`src/rtl/seq_mult_param_if.sv`:
```
// seq_mult_param_if: operand/result valid-ready handshake bundle for seq_mult_param.
interface seq_mult_param_if #(parameter int WIDTH = 32);
   logic                 in_valid, in_ready, is_signed;
   logic [WIDTH-1:0]     a, b;
   logic                 out_valid, out_ready, ovf, busy;
   logic [2*WIDTH-1:0]   res;
   modport master (
      output in_valid, a, b, is_signed, out_ready,
      input  in_ready, out_valid, res, ovf, busy
   );
   modport slave (
      input  in_valid, a, b, is_signed, out_ready,
      output in_ready, out_valid, res, ovf, busy
   );
endinterface

```
`src/rtl/seq_mult_param.sv`:
```
// seq_mult_param: shift-add sequential multiplier, signed/unsigned per op, valid/ready in and out.
// Define SEQ_MULT_EARLY_TERM_EN to leave RUN once the remaining multiplier bits are all zero.
module seq_mult_param #(
   parameter  int WIDTH = 32,
   localparam int CNT_W = $clog2(WIDTH)
) (
   input  logic           clk,
   input  logic           reset,
   seq_mult_param_if.slave bus
);
   typedef enum logic [1:0] {S_IDLE, S_RUN, S_DONE} state_t;
   state_t               r_state, w_state_nxt;
   logic                 r_signed, r_neg;
   logic [2*WIDTH-1:0]   r_mcand, r_acc, w_res;
   logic [WIDTH-1:0]     r_mplr, w_mplr_nxt, w_mag_a, w_mag_b;
   logic [CNT_W-1:0]     r_cnt;
   logic                 w_accept, w_last, w_hi_zero, w_hi_ones;

   assign w_accept   = bus.in_valid && r_state == S_IDLE;
   // Magnitudes are W bits with no sign bit, so |-2^(W-1)| = 2^(W-1) still fits.
   assign w_mag_a    = (bus.is_signed && bus.a[WIDTH-1]) ? -bus.a : bus.a;
   assign w_mag_b    = (bus.is_signed && bus.b[WIDTH-1]) ? -bus.b : bus.b;
   assign w_mplr_nxt = r_mplr >> 1;
`ifdef SEQ_MULT_EARLY_TERM_EN
   assign w_last     = r_cnt == CNT_W'(WIDTH - 1) || w_mplr_nxt == '0;
`else
   assign w_last     = r_cnt == CNT_W'(WIDTH - 1);
`endif
   assign w_res      = r_neg ? -r_acc : r_acc;
   assign w_hi_zero  = ~|w_res[2*WIDTH-1:WIDTH-1];
   assign w_hi_ones  = &w_res[2*WIDTH-1:WIDTH-1];

   always_ff @(posedge clk) begin
      if (reset)
         r_state <= S_IDLE;
      else
         r_state <= w_state_nxt;
   end

   always_comb begin
      w_state_nxt = r_state;
      case (r_state)
         S_IDLE:  if (bus.in_valid) w_state_nxt = S_RUN;
         S_RUN:   if (w_last) w_state_nxt = S_DONE;
         S_DONE:  if (bus.out_ready) w_state_nxt = S_IDLE;
         default: w_state_nxt = S_IDLE;
      endcase
   end

   always_comb begin
      bus.in_ready  = r_state == S_IDLE;
      bus.busy      = r_state == S_RUN;
      bus.out_valid = r_state == S_DONE;
      bus.res       = w_res;
      bus.ovf       = r_signed ? !(w_hi_zero || w_hi_ones) : |w_res[2*WIDTH-1:WIDTH];
   end

   always_ff @(posedge clk) begin
      if (reset) begin
         r_signed <= 1'b0;
         r_neg    <= 1'b0;
         r_mcand  <= '0;
         r_mplr   <= '0;
         r_acc    <= '0;
         r_cnt    <= '0;
      end else if (w_accept) begin
         r_signed <= bus.is_signed;
         r_neg    <= bus.is_signed && (bus.a[WIDTH-1] ^ bus.b[WIDTH-1]);
         r_mcand  <= {{WIDTH{1'b0}}, w_mag_a};
         r_mplr   <= w_mag_b;
         r_acc    <= '0;
         r_cnt    <= '0;
      end else if (r_state == S_RUN) begin
         if (r_mplr[0]) r_acc <= r_acc + r_mcand;
         r_mcand  <= r_mcand << 1;
         r_mplr   <= w_mplr_nxt;
         r_cnt    <= r_cnt + 1'b1;
      end
   end
endmodule

```
`src/flat_wrapper.sv`:
```
// flat-port wrapper written by rule: the top's interface ports become plain ports
module seq_mult_param_flat 
#(
   parameter  int WIDTH = 32,
   localparam int CNT_W = $clog2(WIDTH)
)
  (clk, reset, bus_in_valid, bus_a, bus_b, bus_is_signed, bus_out_ready, bus_in_ready, bus_out_valid, bus_res, bus_ovf, bus_busy);
  seq_mult_param_if #(.WIDTH(WIDTH)) bus_i ();
  input  logic clk;
  input  logic reset;
  input wire logic [$bits(bus_i.in_valid)-1:0] bus_in_valid;
  input wire logic [$bits(bus_i.a)-1:0] bus_a;
  input wire logic [$bits(bus_i.b)-1:0] bus_b;
  input wire logic [$bits(bus_i.is_signed)-1:0] bus_is_signed;
  input wire logic [$bits(bus_i.out_ready)-1:0] bus_out_ready;
  output wire logic [$bits(bus_i.in_ready)-1:0] bus_in_ready;
  output wire logic [$bits(bus_i.out_valid)-1:0] bus_out_valid;
  output wire logic [$bits(bus_i.res)-1:0] bus_res;
  output wire logic [$bits(bus_i.ovf)-1:0] bus_ovf;
  output wire logic [$bits(bus_i.busy)-1:0] bus_busy;
  assign bus_i.in_valid = bus_in_valid;
  assign bus_i.a = bus_a;
  assign bus_i.b = bus_b;
  assign bus_i.is_signed = bus_is_signed;
  assign bus_i.out_ready = bus_out_ready;
  assign bus_in_ready = bus_i.in_ready;
  assign bus_out_valid = bus_i.out_valid;
  assign bus_res = bus_i.res;
  assign bus_ovf = bus_i.ovf;
  assign bus_busy = bus_i.busy;
  seq_mult_param #(.WIDTH(WIDTH)) u_core (.clk(clk), .reset(reset), .bus(bus_i));
endmodule
```
`config.mk`:
```
export PLATFORM = sky130hd
export DESIGN_NAME = seq_mult_param_flat
export DESIGN_NICKNAME = d
export VERILOG_FILES = /design/src/rtl/seq_mult_param_if.sv /design/src/rtl/seq_mult_param.sv /design/src/flat_wrapper.sv
export SDC_FILE = /design/constraint.sdc
export NUM_CORES = 1
export LEC_CHECK = 0
export CAP_MARGIN = 25
export CORE_MARGIN = 1
export CORE_UTILIZATION = 59
export CTS_BUF_LIST = sky130_fd_sc_hd__clkbuf_4
export DETAILED_ROUTE_END_ITERATION = 7
export GPL_TIMING_DRIVEN = 1
export HOLD_SLACK_MARGIN = 0.06
export PLACE_DENSITY = 0.83
export RECOVER_POWER = 25
export SYNTH_ARGS = -nofsm -noshare
export SYNTH_HDL_FRONTEND = slang
export SYNTH_SLANG_ARGS = --single-unit
```
`constraint.sdc`:
```
create_clock -name clk -period 3.8 [get_ports clk]
set_input_delay 0.38 -clock clk [delete_from_list [all_inputs] [get_ports clk]]
set_output_delay 0.38 -clock clk [all_outputs]
set_load 0.1 [all_outputs]
```
==> flow_summary_export.csv <==
group,metric,value,unit
synthesis,synth_edf_count,0,
worst_setup_path,critPathKind,"flip-flop to output pin",
final_layout,post-route-cell-area,0.01607,sq mm
worst_setup_path,r2r_setup_slack,150,ps
worst_setup_path,arrival,4110,ps
floorplanning,io_pins,137,
final_layout,drive_gt1_frac,0.1456,
worst_setup_path,setup.worst_path.start_class,"flip-flop",
final_layout,nets,2117,
worst_setup_path,max_stage_delay,560,ps
timing,maxSlewHeadroom,-0.3262,
drt,drc,0,
timing,fin_crit,4492,ps
floorplanning,core,0.02135,sq mm
placed_design,io_buffers,136,
synthesis,synth_cells,1813,
timing,setup_ws,-691.6,ps
clocking,cts-buffers-inserted,17,
drt,vias,13930,
synthesis,syn_avg_cell_area,7.181,sq um
global_route,grtUsageMet2,0.5371,
global_route,grt.busiest_layer,"met2",
synthesis,syn_nets,1951,
status,outcome,"complete, but fails checks",
clocking,cts_tree,"built",
synthesis,yosysTopAreaCellShare,0.2599,
drt,antenna_left,0,
timing,min_period_over_period,1.182,
clocking,ctsHtreeMaxLevel,4,
timing,rsz0062_at_grt,"yes",
synthesis,synth_area_leader_cell,"dfxtp_1",
clocking,insertion_delay,600,ps
worst_setup_path,cp_data_required_time,3420,ps
global_route,grt_pass1_vias,12490,
global_route,grt_pass1_wl,62.73,mm
placed_design,placed_area,0.01561,sq mm
floorplanning,rows,53,
worst_setup_path,worstPathCellList,"nor3_1, and4b_2, buf_4, nand4_1, o41ai_2, xor2_1, inv_1, or4_4, nor4_4, o21bai_1, a21oi_2, a21oi_4, buf_12",
final_layout,instances_no_fill,2268,
clocking,clock-sinks,169,
final_layout,final_core_util,0.7525,
synthesis,syn_area,0.01302,sq mm
placed_design,place_inst,2229,
timing,whs,376.3,ps
job,cap_violations,1,
drt,wl_per_cell,17.38,um
synthesis,async_flop_share,0,
timing,finalMaxSlewViolations,99,
status,violations,"max-capacitance violations, max-slew violations, negative setup slack",
floorplanning,die_y,150.5,um
worst_setup_path,crit_path_end_kind,"output pin",
synthesis,synth.area.top_cells,"dfxtp_1 26%, nand2_1 11%, xnor2_1 7.5%, a21oi_1 7.0%, ha_1 6.5%",
synthesis,yosys_warnings,0,
drt,viasPerCell,6.141,
pwr,p_per_area,246.9,mW/mm^2
pwr,p_int,2.509,mW
pwr,p_sw,1.458,mW
placed_design,gp_congestion,0.9952,
drt,wirelength,39.42,mm
floorplanning,start_util,0.6097,
pwr,switching_share,0.3675,
clocking,clockBufferDepth,2,
synthesis,ys_seq_area_frac,0.2599,
clocking,root_buffer,"clkbuf_4",
pwr,vdd_drop_max,181.4,uV
pwr,seqPwrFrac,0.483,
global_route,antenna_found_initial,1,
timing,fmax,0.2226,GHz
timing,setup_tns,-691.6,ps
global_route,overflow,0,
global_route,grtUsageMet3,0.05303,
timing,worst_slew_pin_slew,1989,ps
pwr,leakagePower,6.728,nW
final_layout,fill_cells,1672,
synthesis,synth_seq_cells,169,
timing,finalSetupViolCount,1,
drt,first_iter_violations,1242,
worst_setup_path,crit_fanout,5,
synthesis,synth-main-ff-cell,"dfxtp_1",
timing,hold_viol,0,
synthesis,yosys.cell_types.count,74,
final_layout,area_growth,23.42,%
global_route,grt_usage,0.3473,
drt,dr.pass1.iters,5,
timing,skew,36.76,ps
worst_setup_path,cpMaxStageDelayCell,"or4_4",
global_route,grt_max_degree,99,
floorplanning,die_area,0.02266,sq mm
global_route,met1_usage,0.4957,
pwr,power_frac_comb,0.249,
final_layout,final_cell_mix,"368 x nand2_1, 180 x a21oi_1, 166 x dfxtp_1",
floorplanning,fp.dieW,150.5,um
min_path,hp-class,"input pin to flip-flop",
final_layout,mostFrequentLayoutCell,"nand2_1",
clocking,cts.clk_slew.worst_paths,160,ps
pwr,p_clk_frac,0.268,
placed_design,dp_hpwl,30.17,mm
[layer usage]
metal	vias to the layer above	wire, um
li1	6795	-
met1	6464	17890
met2	620	17340
met3	49	3520
met4	0	673
met5	-	0
[flip-flops by register name, summed over array words and instances (netlist names)]
register	flops
u_core.r_mcand	64
u_core.r_cnt	5
u_core.r_acc	64
u_core.r_mplr	32
u_core.r_state	2
u_core.r_neg	1
u_core.r_signed	1
[per-stage QoR]
step | setup slack (ps) | total power, mW
5_1_grt | -849.3 | 4.126
4_1_cts | -631.0 | 3.946
6_report | -691.6 | 3.967
2_1_floorplan | -209.1 | 2.543
3_5_place_dp | -75.30 | 2.899
3_3_place_gp | 38.09 | 2.878
[area by class of cell]
cell class,instances,area (sq um),area share
multi-input cells,1489,9484,0.5903
flip-flops and latches,169,3387,0.2108
repair buffers,259,2404,0.1496
well taps,275,344.1,0.02141
inverters,43,161.4,0.01005
clock inverters,15,157.7,0.009812
clock buffers,17,127.6,0.007943
diodes,1,2.502,0.0001557
[cell usage after synthesis (all sizes together), types with 5 or more instances]
cell type	number
a21boi	5
a21oi	182
and2	13
a31oi	15
nor3	17
nand2	372
or4	15
xnor2	111
dfxtp	169
or2	6
a211oi	5
clkbuf	93
xor2	66
nor2b	11
nor2	152
a21o	31
buf	19
nand4	35
o21bai	9
nand3	47
nand2b	15
o21ai	84
and3	19
o41ai	20
a311oi	62
o21a	7
ha	68
or3	15
inv	43
o31ai	34
nor4	22
[kinds of logic after synthesis]
| logic type | share of synthesized area |
|---|---|
| multiplexers | 0.0007689 |
| adder cells (fa/ha/maj) | 0.06689 |
| AO/OA/AOI/OAI | 0.2415 |
| XOR/XNOR | 0.1191 |
| flip-flops | 0.2599 |
| buffers and inverters | 0.04527 |
| AND/OR/NAND/NOR | 0.2666 |
[power by group through the flow]
stage / clock network (mW) / registers (mW) / logic (mW)
4_1_cts: 1.07 / 1.91 / 0.963
2_1_floorplan: 0 / 1.91 / 0.630
5_1_grt: 1.14 / 1.92 / 1.06
6_report: 1.06 / 1.92 / 0.986
3_5_place_dp: 0 / 1.95 / 0.950
3_3_place_gp: 0 / 1.95 / 0.931
[worst max-delay path, delay by kind of cell, from the launching register on]
kind                      cells  cell delay (ps)
buffers and inverters         3              430
xor gates and xnor gates      1              280
DFF                           1              390
AOI/OAI and AO/OA             4              770
and+or+nand+nor               5             1640
[path summary, 6_finish.rpt]
kind	start	endpoint	cells after the start
min reg2reg	u_core.r_mcand[43]$_SDFFE_PP0P_	u_core.r_mcand[44]$_SDFFE_PP0P_	2
max reg2reg	u_core.r_mcand[29]$_SDFFE_PP0P_	u_core.r_acc[56]$_SDFFE_PP0P_	13
max	u_core.r_acc[13]$_SDFFE_PP0P_	bus_ovf	13
min	bus_out_ready	u_core.r_state[1]$_SDFFE_PP0P_	4
[what timing repair did]
action                     in CTS  in global routing
pin swaps                       0                 13
hold buffers                    1                  0
buffers inserted                0                  5
gates resized for setup         6                 19
hold endpoints to repair        1                  0
setup endpoints to repair       1                  5
(Power assumes the default switching activity.)
